[src/rtl/mtr_pkg.sv]
// Shared types, widths and helpers for the two-channel drive scheduler.
package mtr_pkg;

  localparam int unsigned DUTY_W = 11;
  localparam int unsigned REQ_W  = 12;

  localparam logic [DUTY_W-1:0] SLEW_DEF     = 11'd64;
  localparam logic [DUTY_W-1:0] BRK_SLEW_DEF = 11'd256;

  typedef enum logic [1:0] {IDLE, RUN, BRAKE} mtr_state_t;

  // Unsigned minimum on the widened internal arithmetic width.
  function automatic logic [DUTY_W:0] umin(input logic [DUTY_W:0] a, input logic [DUTY_W:0] b);
    logic [DUTY_W:0] res;
    res = (a < b) ? a : b;
    return res;
  endfunction

  // Signed torque request to magnitude; the most negative code saturates to full scale.
  function automatic logic [DUTY_W-1:0] req_to_mag(input logic [REQ_W-1:0] req);
    logic [REQ_W-1:0]  neg;
    logic [DUTY_W-1:0] res;
    neg = (~req) + REQ_W'(1);
    if (!req[REQ_W-1]) begin
      res = req[DUTY_W-1:0];
    end else if (req[DUTY_W-1:0] == '0) begin
      res = '1;
    end else begin
      res = neg[DUTY_W-1:0];
    end
    return res;
  endfunction

endpackage

[src/rtl/mtr_slew_ch.sv]
// One drive channel: request target registers, per-period slew step and
// direction reversal that only happens once the duty has reached zero.
module mtr_slew_ch
  import mtr_pkg::*;
(
  input  logic              clk,
  input  logic              rst_n,
  input  logic              tick,
  input  mtr_state_t        mode,
  input  logic [DUTY_W-1:0] step,
  input  logic              load,
  input  logic [REQ_W-1:0]  req,
  output logic [DUTY_W-1:0] duty,
  output logic              dir,
  output logic              at_tgt,
  output logic              zero_nxt
);

  logic [DUTY_W-1:0] duty_q, duty_d, tgt_mag_q, tgt_mag_d;
  logic              dir_q, dir_d, tgt_dir_q, tgt_dir_d;
  logic [DUTY_W:0]   duty_w, tgt_w, step_w, nxt_w;
  logic              unused_nxt_msb;

  // Latest accepted request overwrites the target; it persists otherwise.
  always_comb begin
    tgt_mag_d = tgt_mag_q;
    tgt_dir_d = tgt_dir_q;
    if (load) begin
      tgt_mag_d = req_to_mag(req);
      tgt_dir_d = req[REQ_W-1];
    end
  end

  // Per-period duty/dir step; widened by one bit so differences cannot wrap.
  always_comb begin
    duty_w = {1'b0, duty_q};
    tgt_w  = {1'b0, tgt_mag_q};
    step_w = {1'b0, step};
    nxt_w  = duty_w;
    dir_d  = dir_q;
    if (tick) begin
      case (mode)
        RUN: begin
          if (dir_q == tgt_dir_q) begin
            if (tgt_w >= duty_w) nxt_w = duty_w + umin(step_w, tgt_w - duty_w);
            else                 nxt_w = duty_w - umin(step_w, duty_w - tgt_w);
          end else if (duty_q != '0) begin
            nxt_w = duty_w - umin(step_w, duty_w);
          end else begin
            // Reverse only at zero, and start the new direction on the same tick.
            dir_d = tgt_dir_q;
            nxt_w = umin(step_w, tgt_w);
          end
        end
        BRAKE:   nxt_w = duty_w - umin(step_w, duty_w);
        default: nxt_w = '0;
      endcase
    end
    duty_d = nxt_w[DUTY_W-1:0];
  end

  assign unused_nxt_msb = nxt_w[DUTY_W];

  // Channel state registers.
  always_ff @(posedge clk or negedge rst_n) begin
    if (!rst_n) begin
      duty_q    <= '0;
      dir_q     <= 1'b0;
      tgt_mag_q <= '0;
      tgt_dir_q <= 1'b0;
    end else begin
      duty_q    <= duty_d;
      dir_q     <= dir_d;
      tgt_mag_q <= tgt_mag_d;
      tgt_dir_q <= tgt_dir_d;
    end
  end

  assign duty     = duty_q;
  assign dir      = dir_q;
  assign at_tgt   = (duty_q == tgt_mag_q) && (dir_q == tgt_dir_q);
  assign zero_nxt = (duty_d == '0);

endmodule

[src/rtl/mtr_drive_sched.sv]
// Two-channel drive scheduler: period counter aligned with the PWM11
// instances, IDLE/RUN/BRAKE sequencing, request handshake and busy flag.
module mtr_drive_sched
  import mtr_pkg::*;
#(
  parameter logic [DUTY_W-1:0] SLEW     = SLEW_DEF,
  parameter logic [DUTY_W-1:0] BRK_SLEW = BRK_SLEW_DEF
) (
  input  logic              clk,
  input  logic              rst_n,
  input  logic              en,
  input  logic              req_vld,
  output logic              req_rdy,
  input  logic [REQ_W-1:0]  lft_req,
  input  logic [REQ_W-1:0]  rght_req,
  output logic [DUTY_W-1:0] lft_duty,
  output logic [DUTY_W-1:0] rght_duty,
  output logic              lft_dir,
  output logic              rght_dir,
  output logic              prd_strt,
  output logic              busy
);

  mtr_state_t        state_q, state_d, ch_mode;
  logic [DUTY_W-1:0] cnt_q, cnt_d, ch_step;
  logic              prd_strt_q, prd_strt_d;
  logic              tick, accept;
  logic              lft_at, rght_at, lft_zero, rght_zero;

  // Free-running period counter; wraps at 2047 like the PWM11 counters.
  always_comb begin
    cnt_d      = cnt_q + DUTY_W'(1);
    tick       = (cnt_q == '1);
    prd_strt_d = tick;
  end

  // Counter and period-start pulse registers.
  always_ff @(posedge clk or negedge rst_n) begin
    if (!rst_n) begin
      cnt_q      <= '0;
      prd_strt_q <= 1'b0;
    end else begin
      cnt_q      <= cnt_d;
      prd_strt_q <= prd_strt_d;
    end
  end

  // FSM state register.
  always_ff @(posedge clk or negedge rst_n) begin
    if (!rst_n) state_q <= IDLE;
    else        state_q <= state_d;
  end

  // FSM next state; en is only sampled on tick once running, and BRAKE always completes.
  always_comb begin
    state_d = state_q;
    case (state_q)
      IDLE:    if (en) state_d = RUN;
      RUN:     if (tick && !en) state_d = BRAKE;
      BRAKE:   if (tick && lft_zero && rght_zero) state_d = IDLE;
      default: state_d = IDLE;
    endcase
  end

  // FSM outputs; the first brake step lands on the same tick that sees en low.
  always_comb begin
    ch_mode = state_q;
    if (state_q == RUN && !en) ch_mode = BRAKE;
    ch_step = (ch_mode == BRAKE) ? BRK_SLEW : SLEW;
    req_rdy = (state_q != BRAKE);
    accept  = req_vld && req_rdy;
    // A channel sitting on its target in RUN is settled, so only motion or braking counts.
    busy    = (state_q == BRAKE) || !lft_at || !rght_at;
  end

  mtr_slew_ch u_lft (
    .clk      (clk),
    .rst_n    (rst_n),
    .tick     (tick),
    .mode     (ch_mode),
    .step     (ch_step),
    .load     (accept),
    .req      (lft_req),
    .duty     (lft_duty),
    .dir      (lft_dir),
    .at_tgt   (lft_at),
    .zero_nxt (lft_zero)
  );

  mtr_slew_ch u_rght (
    .clk      (clk),
    .rst_n    (rst_n),
    .tick     (tick),
    .mode     (ch_mode),
    .step     (ch_step),
    .load     (accept),
    .req      (rght_req),
    .duty     (rght_duty),
    .dir      (rght_dir),
    .at_tgt   (rght_at),
    .zero_nxt (rght_zero)
  );

  assign prd_strt = prd_strt_q;

endmodule

[config.mk]
export PLATFORM = sky130hd
export DESIGN_NAME = mtr_drive_sched
export DESIGN_NICKNAME = d
export VERILOG_FILES = /design/src/rtl/mtr_pkg.sv /design/src/rtl/mtr_slew_ch.sv /design/src/rtl/mtr_drive_sched.sv
export SDC_FILE = /design/constraint.sdc
export NUM_CORES = 1
export LEC_CHECK = 0
export BUFFER_PORTS_ARGS = -buffer_cell sky130_fd_sc_hd__buf_2
export CAP_MARGIN = 20
export CORE_AREA = 2 2 117 232
export DETAILED_ROUTE_END_ITERATION = 8
export DIE_AREA = 0 0 119 234
export PLACE_DENSITY = 0.49
export SYNTH_ARGS = -nofsm -noshare
export SYNTH_HDL_FRONTEND = slang
export SYNTH_SLANG_ARGS = --single-unit
[constraint.sdc]
create_clock -name clk -period 7.86 [get_ports clk]
set_input_delay 1.572 -clock clk [delete_from_list [all_inputs] [get_ports clk]]
set_output_delay 1.572 -clock clk [all_outputs]
set_load 0.02 [all_outputs]
---- Word level (Yosys, flattened, before mapping) ----
Index checks and enable logic that the tools add are counted.
cells by class
  $add $sub $neg .......................... 13
  $mul .................................... 0
  divide/modulo/power cells ............... 0
  magnitude comparators ................... 10
  eq/ne operators ......................... 13
  shift operators ......................... 0
  muxes and demuxes ....................... 28
  bitwise logic cells ..................... 6
  reductions and logical operators ........ 22
operator list
  operator               number
  $mux 11                20
  $lt 9x12->1            4
  $sub 11x11->12         4
  $logic_not 11->1       4
  $lt 9x11->1            4
  $pmux 11 s2            2
  $sub 11x11->11         4
  $add 11x1->11 const B  3
  $add 11x11->11         2
  $eq 11x11->1           2
  $ge 11x11->1           2
  $not 11->11            2
  $reduce_bool 11->1     2
  $eq 11x11->1 const B   1
  $mux 9                 1
  $mux 2                 4
  $ne 2x2->1 const B     4
  $reduce_and 4->1       2
  $logic_and 1x1->1      7
  $pmux 2 s3             1
  $eq 2x1->1 const B     2
  $eq 2x2->1 const B     2
  $not 1->1              4
  $logic_not 1->1        3
  4 further kinds        6
word-level totals
  register bits after elaboration ......... 62
  latch bits .............................. 0
  RAM bits ................................ 0
  memory bits (read-only) ................. 0
  input bits .............................. 28
  output and inout bits ................... 27
  logic and storage cells ................. 103
  memories ................................ 0

---- Depth between registers and ports, before layout ----
Gate-level depths: netlist of the first run.
  depth after elaboration ................. 17
  gate-level depth with buffers ........... 32
  depth with buffers taken out ............ 30

---- Cells and area by module ----
A second synthesis of the first run with hierarchy kept.
second synthesis, totals
  cell total of the unflattened synthesis .. 1410
  area, all modules ....................... 10955.5 µm²
by module, submodules not included
  module                 times used  cells each  area each (µm²)  seq. area each (µm²)
  mtr_slew_ch at u_lft   1           679         5225.0           600.6
  mtr_slew_ch at u_rght  1           675         5081.1           600.6
  mtr_drive_sched        1           56          649.4            350.3

---- Worst setup path after synthesis of the first run ----
OpenSTA, ideal clock, no wires.
  path type ............................... input port to flip-flop
  from .................................... input en
  to ...................................... register state_q[1]
  setup time .............................. 0.129 ns
  data arrival time ....................... 7.747 ns
  data required time ...................... 7.731 ns
  path slack .............................. -0.016 ns
  cell stages on the path ................. 27
  buffers on the path ..................... 3
  cells stage by stage .................... o21ai_0 ha_1 inv_1 clkbuf_1 ha_1 nand2_1 or4_1 a211oi_2 clkbuf_1 nand2_1 ha_1 clkbuf_1 nand3_1 o21ai_0 a21oi_1 o22ai_1 ha_1 and3_1 a221oi_2 o21ai_1 a21o_1 xor2_1 a221o_1 or4_1 or4_1 or3_1 o41a_1
between the ends
  word-level cells in the longest chain between the ends .. 17
  elaborated cells between the ends (all ways) .. 47
  classes of those cells .................. 6 x add/sub; 8 x order compare; 5 x eq/ne; 20 x mux; 8 x reduce/logical
RTL lines
  element                                       RTL line                                  text
  start, declared                               mtr_drive_sched.sv:11                     input logic en,
  $logic_not 1->1 *                             mtr_drive_sched.sv:68                     if (state_q == RUN && !en) ch_mode = BRAKE;
  $logic_and 1x1->1 *                           mtr_drive_sched.sv:68
  $mux 2 *                                      mtr_drive_sched.sv:68
  $eq 2x2->1                                    mtr_slew_ch.sv:42, mtr_drive_sched.sv:69
  $mux 9                                        mtr_drive_sched.sv:69                     ch_step = (ch_mode == BRAKE) ? BRK_SLEW : SLEW;
  $lt 9x12->1 or $lt 9x11->1 (tied branches)    mtr_pkg.sv:15                             res = (a < b) ? a : b;
  $mux 11                                       mtr_pkg.sv:15
  $sub 11x11->11, or another cell as far along  mtr_slew_ch.sv:46                         else nxt_w = duty_w - umin(step_w, duty_w - tgt_w);
  $mux 11 (on tied branches)                    mtr_slew_ch.sv:45, mtr_slew_ch.sv:47
  $mux 11                                       mtr_slew_ch.sv:44                         if (dir_q == tgt_dir_q) begin
  $pmux 11 s2 *                                 mtr_slew_ch.sv:42                         case (mode)
  $mux 11 *                                     mtr_slew_ch.sv:41                         if (tick) begin
  net u_lft.nxt_w[7]                            mtr_slew_ch.sv:21                         logic [DUTY_W:0] duty_w, tgt_w, step_w, nxt_w;
  $logic_not 11->1 *                            mtr_slew_ch.sv:82                         assign zero_nxt = (duty_d == '0);
  $logic_and 1x1->1 * (2 in a row)              mtr_drive_sched.sv:60                     BRAKE: if (tick && lft_zero && rght_zero) state_d = IDLE;
  $ne 2x2->1 (no line) *                        -
  $reduce_and 3->1 (no line) *                  -
  end signal, assigned                          mtr_drive_sched.sv:51                     else state_q <= state_d;
  end, declared                                 mtr_drive_sched.sv:24                     mtr_state_t state_q, state_d, ch_mode;
Mark *: on every way through the listed nets, which the timed path passes. The rest lies on a longest branch.
A chain may end at the register's enable or synchronous reset.

---- Worst setup path after layout of the first run ----
  from .................................... register u_rght.tgt_mag_q[4]
  to ...................................... register state_q[1]
between the ends
  word-level cells in the longest chain between the ends .. 12
  elaborated cells between the ends (all ways) .. 20
  classes of those cells .................. 4 x add/sub; 4 x order compare; 1 x eq/ne; 8 x mux; 3 x reduce/logical
RTL lines
  element                                           RTL line                              text
  start, declared                                   mtr_slew_ch.sv:19                     logic [DUTY_W-1:0] duty_q, duty_d, tgt_mag_q, tgt_mag_d;
  start signal, assigned                            mtr_slew_ch.sv:74                     tgt_mag_q <= tgt_mag_d;
  $sub 11x11->12 (on tied branches)                 mtr_slew_ch.sv:46, mtr_slew_ch.sv:45
  $lt 9x12->1                                       mtr_pkg.sv:15
  $mux 11                                           mtr_pkg.sv:15
  $sub 11x11->11 or $add 11x11->11 (tied branches)  mtr_slew_ch.sv:46, mtr_slew_ch.sv:45
  $mux 11                                           mtr_slew_ch.sv:45                     if (tgt_w >= duty_w) nxt_w = duty_w + umin(step_w, tgt_w - duty_w);
  $mux 11 *                                         mtr_slew_ch.sv:44
  $pmux 11 s2 *                                     mtr_slew_ch.sv:42
  $mux 11 *                                         mtr_slew_ch.sv:41
  $logic_not 11->1 *                                mtr_slew_ch.sv:82
  $logic_and 1x1->1 *                               mtr_drive_sched.sv:60
  $ne 2x2->1 (no line) *                            -
  $reduce_and 3->1 (no line) *                      -
Mark *: on every way between the ends. The rest lies on a longest branch, timed or not.

==> results of run 1 <==
[registers in the layout, indices dropped and copies added (netlist names), 2 cells and up]
signal,flops
state_q,2
u_lft.duty,11
u_lft.tgt_mag_q,11
u_rght.duty,11
cnt_q,11
u_rght.tgt_mag_q,11
[area by class of cell]
type / instances / share of cell area [%]
multi-input cells: 901 / 66.41
flip-flops and latches: 62 / 16.13
repair buffers: 102 / 6.555
well taps: 344 / 4.474
inverters: 86 / 3.355
clock buffers: 12 / 2.770
clock inverters: 1 / 0.3121
[where the power goes]
part	switching [mW]	internal [mW]	leakage (nW)
sequential	0.0225	0.335	0.751
combinational	0.348	0.210	3.34
clock	0.153	0.266	0.147
total	0.523	0.811	4.24
[cells in the final DEF (no fill, tap or decap), types with 16 or more instances in the layout]
cell | Yosys | final
nor3_1 | 21 | 21
a21o_1 | 20 | 20
buf_4 | 3 | 48
nand3_1 | 28 | 28
nor2_1 | 79 | 79
a22oi_1 | 28 | 28
a211oi_1 | 18 | 18
dfrtp_1 | 62 | 62
nand2_1 | 83 | 83
inv_1 | 84 | 84
o21ai_0 | 66 | 66
nor2b_1 | 17 | 17
ha_1 | 95 | 94
nand4_1 | 19 | 19
xor2_1 | 36 | 36
nand2b_1 | 16 | 16
or3_1 | 24 | 24
buf_2 | 4 | 54
xnor2_1 | 46 | 46
a31oi_1 | 16 | 16
a21oi_1 | 62 | 62
[logic make-up (layout without fill, tap and decap cells)]
| family | count (synthesis) | after routing |
|---|---|---|
| AND/OR/NAND/NOR | 363 | 363 |
| AO/OA/AOI/OAI | 339 | 339 |
| buffers and inverters | 126 | 201 |
| adder cells (fa/ha/maj) | 101 | 101 |
| XOR/XNOR | 82 | 82 |
| flip-flops | 62 | 62 |
| multiplexers | 14 | 14 |
| other | 1 | 2 |
[worst paths after layout]
path	start	to	slack (ps)	cells past startpoint
max in group asynchronous	rst_n	u_lft.tgt_mag_q[3]$_DFFE_PN0P_	5860	2
min in group asynchronous	rst_n	cnt_q[5]$_DFF_PN0_	1400	2
hold reg to reg	cnt_q[0]$_DFF_PN0_	cnt_q[0]$_DFF_PN0_	440	1
hold / removal	cnt_q[0]$_DFF_PN0_	cnt_q[0]$_DFF_PN0_	440	1
setup reg to reg	u_rght.tgt_mag_q[4]$_DFFE_PN0P_	state_q[1]$_DFFE_PN0P_	390	26
setup / recovery	u_rght.tgt_mag_q[4]$_DFFE_PN0P_	state_q[1]$_DFFE_PN0P_	390	26
[critical path, delay by kind of cell (launching register included)]
kind / cells / cell delay (ps)
AND/OR/NAND/NOR: 10 / 2570
AO/OA/AOI/OAI: 7 / 1720
adder cells (fa/ha/maj): 3 / 1200
buffers and inverters: 4 / 740
XOR/XNOR: 2 / 660
flip-flops: 1 / 460
[metal layers]
layer,vias up,share of wire (%),GRT usage (%)
met3,152,3.3,3.113
li1,4143,-,-
met4,0,11,24.85
met2,305,55,49.86
met1,4219,31,21.72
met5,-,0,0
[stage by stage]
stage	area (sq um)	setup slack [ps]	hold slack, ps	utilization (%)	instances
floorplan	8452	66.70	422.4	-	1089
global placement	9324	537.0	438.5	35.63	1495
detailed placement	9324	480.8	441.8	35.63	1495
CTS	9620	512.8	448.3	36.76	1508
global route	9620	6.853	471.7	36.76	1508
finish	9620	392.8	444.0	36.76	1508
==> results.yml, run 1 <==
setup_path:
  critPathLaunchType: "flip-flop"
  critical_path_class: "reg2reg"
  crit_fanout: 12
  cpMaxStageDelayCell: "ha_1"
  cp.required_ps: 8100
  cp_common_cell: "ha_1"
  endpoint_kind: "flip-flop"
  worst_ep_arrival_time_ps: 7710
  max_stage_delay_ps: 570
cts:
  cts_resized: 0
  cts_buffer_depth: 2
  cts_tree: "done"
  post_cts_buffers: 0
  holdBufCountCts: 0
  cts_max_level: 3
  numCtsBuffers: 9
  clkTransAtPathRegs_ps: 60
  root_buffer: "clkbuf_16"
  cts.sinks: 62
  clk-insertion-delay-late_ps: 360
yosys:
  ys.flop_type: "dfrtp_1"
  synth_top_cells_by_count: "ha_1, inv_1, nand2_1"
  ys_warn_count: 0
  synth_area_leaders: "dfrtp_1, ha_1, xnor2_1"
  synth_top_area_cell: "dfrtp_1"
  async_flop_share_pct: 100.0
  synth_top_area_share_pct: 18.37
  ys_types: 85
  synthSimpleGateAreaFrac_pct: 22.52
  synth_xor_area_share_pct: 8.504
  synth-compound-area-share_pct: 27.20
  seq_area_frac_synth_pct: 18.37
  synth-seq-cells: 62
  synthAdderAreaFrac_pct: 15.50
  synth_area_sq_um: 8446
  syn-instance-count: 1088
  muxShareOfSynthArea_pct: 1.807
  yosysMostFrequentCell: "ha_1"
  syn_area_per_cell_sq_um: 7.763
  synth_top_family_by_area: "compound AO/OA/AOI/OAI gates"
  synth_edf_count: 0
routing:
  ant_nets: 0
  viasPerCell: 5.848
  dr.pass1.iters: 5
  drt_iter0_drc: 565
  drt-total-wl_mm: 35.72
  route.detailed.drc: 0
  wl_per_cell_um: 23.69
  vias: 8819
floorplan:
  num_rows: 84
  ioPinCount: 55
  core_sq_um: 26170
  dieArea_sq_um: 27850
  initial_core_util_pct: 32.27
  die_w_um: 119
  fp.dieH_um: 234
status:
  status: "finished clean"
pwr:
  ir_drop_mv: 0.07351
  p_leak_nw: 4.242
  power_mw: 1.334
  cellPowerDensity_nw_per_um2: 138.7
layout:
  regArea_sq_um: 1551
  fill_cells: 2821
  final_nets: 1291
  multi_input_area_sq_um: 6389
  layout-drive-gt1-share_pct: 12.54
  areaGrowthSynthToFinish_pct: 13.91
  antennaDiodeCount: 0
sta:
  finalCriticalPeriod_ps: 7467
  fin_crit_sh_pct: 95.00
  maxSlewViolCount: 0
  setup_tns_ps: 0
  fmax_mhz: 133.9
  finalHoldViolCount: 0
  worst_pin_slew_ps: 1094
  relSlewSlack_pct: 26.55
  setup_viol: 0
  rsz0062_at_grt: "false"
  fin_skew_ps: 9.349
placement:
  gp_congestion: 0.9587
  io_buffers: 54
  dp_hpwl_mm: 29.00
min_path:
  hold_class: "reg2reg"
grt:
  overflow: 0
  track_usage_pct: 25.61
  antenna_found_initial: 0
  grt_max_degree: 63
  grt_pass1_vias: 8714
  grt_pass1_wl_mm: 52.45
run:
  max_cap_viol_count: 0
(Power assumes the default switching activity.)
==> run 2: changes to the inputs <==
--- a/config.mk
+++ b/config.mk
@@ -10,6 +10,7 @@
 export CORE_AREA = 2 2 117 232
 export DETAILED_ROUTE_END_ITERATION = 8
 export DIE_AREA = 0 0 119 234
+export GPL_TIMING_DRIVEN = 0
 export PLACE_DENSITY = 0.49
 export SYNTH_ARGS = -nofsm -noshare
 export SYNTH_HDL_FRONTEND = slang
==> run 2 against run 1 <==
Final cell count up 0.33%. Clock skew up 0.75 ps. Total power is 2.6% higher. Critical path type is now in2reg.
==> results.yml, run 2 (same netlist as run 1, synthesis figures left out) <==
status:
  status: "finished clean"
pwr:
  p_leak_nw: 4.223
  ir_drop_mv: 0.1156
  cellPowerDensity_nw_per_um2: 140.3
routing:
  ant_nets: 0
  wl_met1_mm: 10.81
  drt-total-wl_mm: 34.19
  top_layer: "met4"
  met3_length_um: 855
  viasPerCell: 5.761
  vias: 8717
  route.met2.wl_mm: 18.67
  drt_iter0_drc: 552
  wl_per_cell_um: 22.60
  route.detailed.drc: 0
  dr.pass1.iters: 6
cts:
  clk-insertion-delay-late_ps: 350
  cts.sinks: 62
  cts_max_level: 3
  numCtsBuffers: 9
  clkTransAtPathRegs_ps: 50
  root_buffer: "clkbuf_16"
  cts_tree: "done"
  holdBufCountCts: 0
  cts_buffer_depth: 2
sta:
  fin_crit_sh_pct: 96.81
  maxSlewViolCount: 0
  whs_ps: 449.8
  setup_viol: 0
  fin_skew_ps: 10.10
  fmax_mhz: 131.4
  rsz0062_at_grt: "false"
  relSlewSlack_pct: 32.85
  finalCriticalPeriod_ps: 7609
  worst_pin_slew_ps: 1000
  finalHoldViolCount: 0
layout:
  antennaDiodeCount: 0
  areaGrowthSynthToFinish_pct: 15.57
  layout-drive-gt1-share_pct: 13.52
  final_nets: 1293
  fill_cells: 2774
  final_common_cell: "ha_1"
  layout_common_cells: "ha_1, inv_1, nand2_1"
  fin_area_sq_um: 9761
placement:
  place_area_sq_um: 9161
  dp_hpwl_mm: 28.13
  io_buffers: 54
  gp_congestion: 0.9174
floorplan:
  ioPinCount: 55
  initial_core_util_pct: 32.27
  dieArea_sq_um: 27850
  fp.dieH_um: 234
  num_rows: 84
  die_w_um: 119
  core_sq_um: 26170
setup_path:
  r2r_slack_ps: 280
  max_stage_delay_ps: 580
  cpMaxStageDelayCell: "or4_4"
  r2r_end: "state_q[1]$_DFFE_PN0P_"
  critical_path_class: "in2reg"
  cp.required_ps: 8080
  crit_fanout: 17
  endpoint_kind: "flip-flop"
  r2r_start: "u_lft.duty[0]$_DFF_PN0_"
  worst_ep_arrival_time_ps: 7830
  startpoint: "en"
  critPathLaunchType: "input port"
  ff2ff_path_depth: 31
  crit_end: "state_q[1]$_DFFE_PN0P_"
grt:
  track_usage_pct: 24.43
  grt_pass1_vias: 8720
  grt_pass1_wl_mm: 50.76
  antenna_found_initial: 0
  overflow: 0
  grt_max_degree: 63
min_path:
  holdPathStages: 1
  hold_class: "reg2reg"
run:
  max_cap_viol_count: 0
==> run 2: cell count changes in the layout (fill, tap and decap cells not counted), moves of 4 or more <==
cell	delta
clkbuf_1	+20
dfrtp_1	-12
clkinv_2	+4
dfrtp_2	+12
buf_2	+4
buf_4	-29
==> run 2: worst min-delay path by stage <==
stage,startpoint,to,slack [ps]
global placement,cnt_q[0]$_DFF_PN0_,cnt_q[0]$_DFF_PN0_,440
detailed placement,cnt_q[0]$_DFF_PN0_,cnt_q[0]$_DFF_PN0_,450
global route,cnt_q[9]$_DFF_PN0_,cnt_q[9]$_DFF_PN0_,490
floorplan,cnt_q[0]$_DFF_PN0_,cnt_q[0]$_DFF_PN0_,420
CTS,cnt_q[0]$_DFF_PN0_,cnt_q[0]$_DFF_PN0_,460
finish,cnt_q[0]$_DFF_PN0_,cnt_q[0]$_DFF_PN0_,450
==> run 2: critical path: cells and delay by family <==
kind | cells | cell delay, ps
xor gates and xnor gates | 1 | 200
AOI/OAI and AO/OA | 10 | 2200
buffers and inverters | 4 | 600
and+or+nand+nor | 8 | 2190
adders and majority gates | 4 | 1050
==> run 2: cell type report <==
class	instances	area (sq um)	area share, %
Buffer	35	187.7	1.923
Clock buffer	9	225.2	2.307
Clock inverter	7	112.6	1.154
Inverter	86	324.1	3.320
Multi-Input combinational cell	901	6531	66.91
Sequential cell	62	1567	16.05
Tap cell	344	430.4	4.410
Timing Repair Buffer	69	382.9	3.923
==> run 2: routing by layer <==
layer | up-vias | global-route usage, %
li1 | 4155 | -
met1 | 4140 | 20.55
met2 | 282 | 48.51
met3 | 140 | 1.873
met4 | 0 | 23.81
met5 | - | 0
==> run 2: repair_timing <==
item,in CTS,in global routing
resized for setup,30,15
setup buffers,5,9
setup endpoints to repair,1,1
pin swaps,5,5
hold endpoints to repair,0,0
==> run 2: power by group <==
part           switching, mW  internal [mW]
Combinational          0.348          0.201
Clock                  0.152          0.308
Sequential            0.0258          0.335
Total                  0.526          0.844
==> run 2: per-stage QoR <==
stage	total power, mW	utilization (%)	instances	setup TNS, ps	setup WS [ps]
final	1.369	37.30	1513	0	250.9
after global placement	0.8878	34.97	1487	-2694	-1834
after floorplan	0.7172	-	1089	0	66.70
after global routing	1.441	37.30	1513	0	4.013
after CTS	1.370	36.86	1507	0	34.47
after detailed placement	0.8924	35.01	1488	-2703	-1823
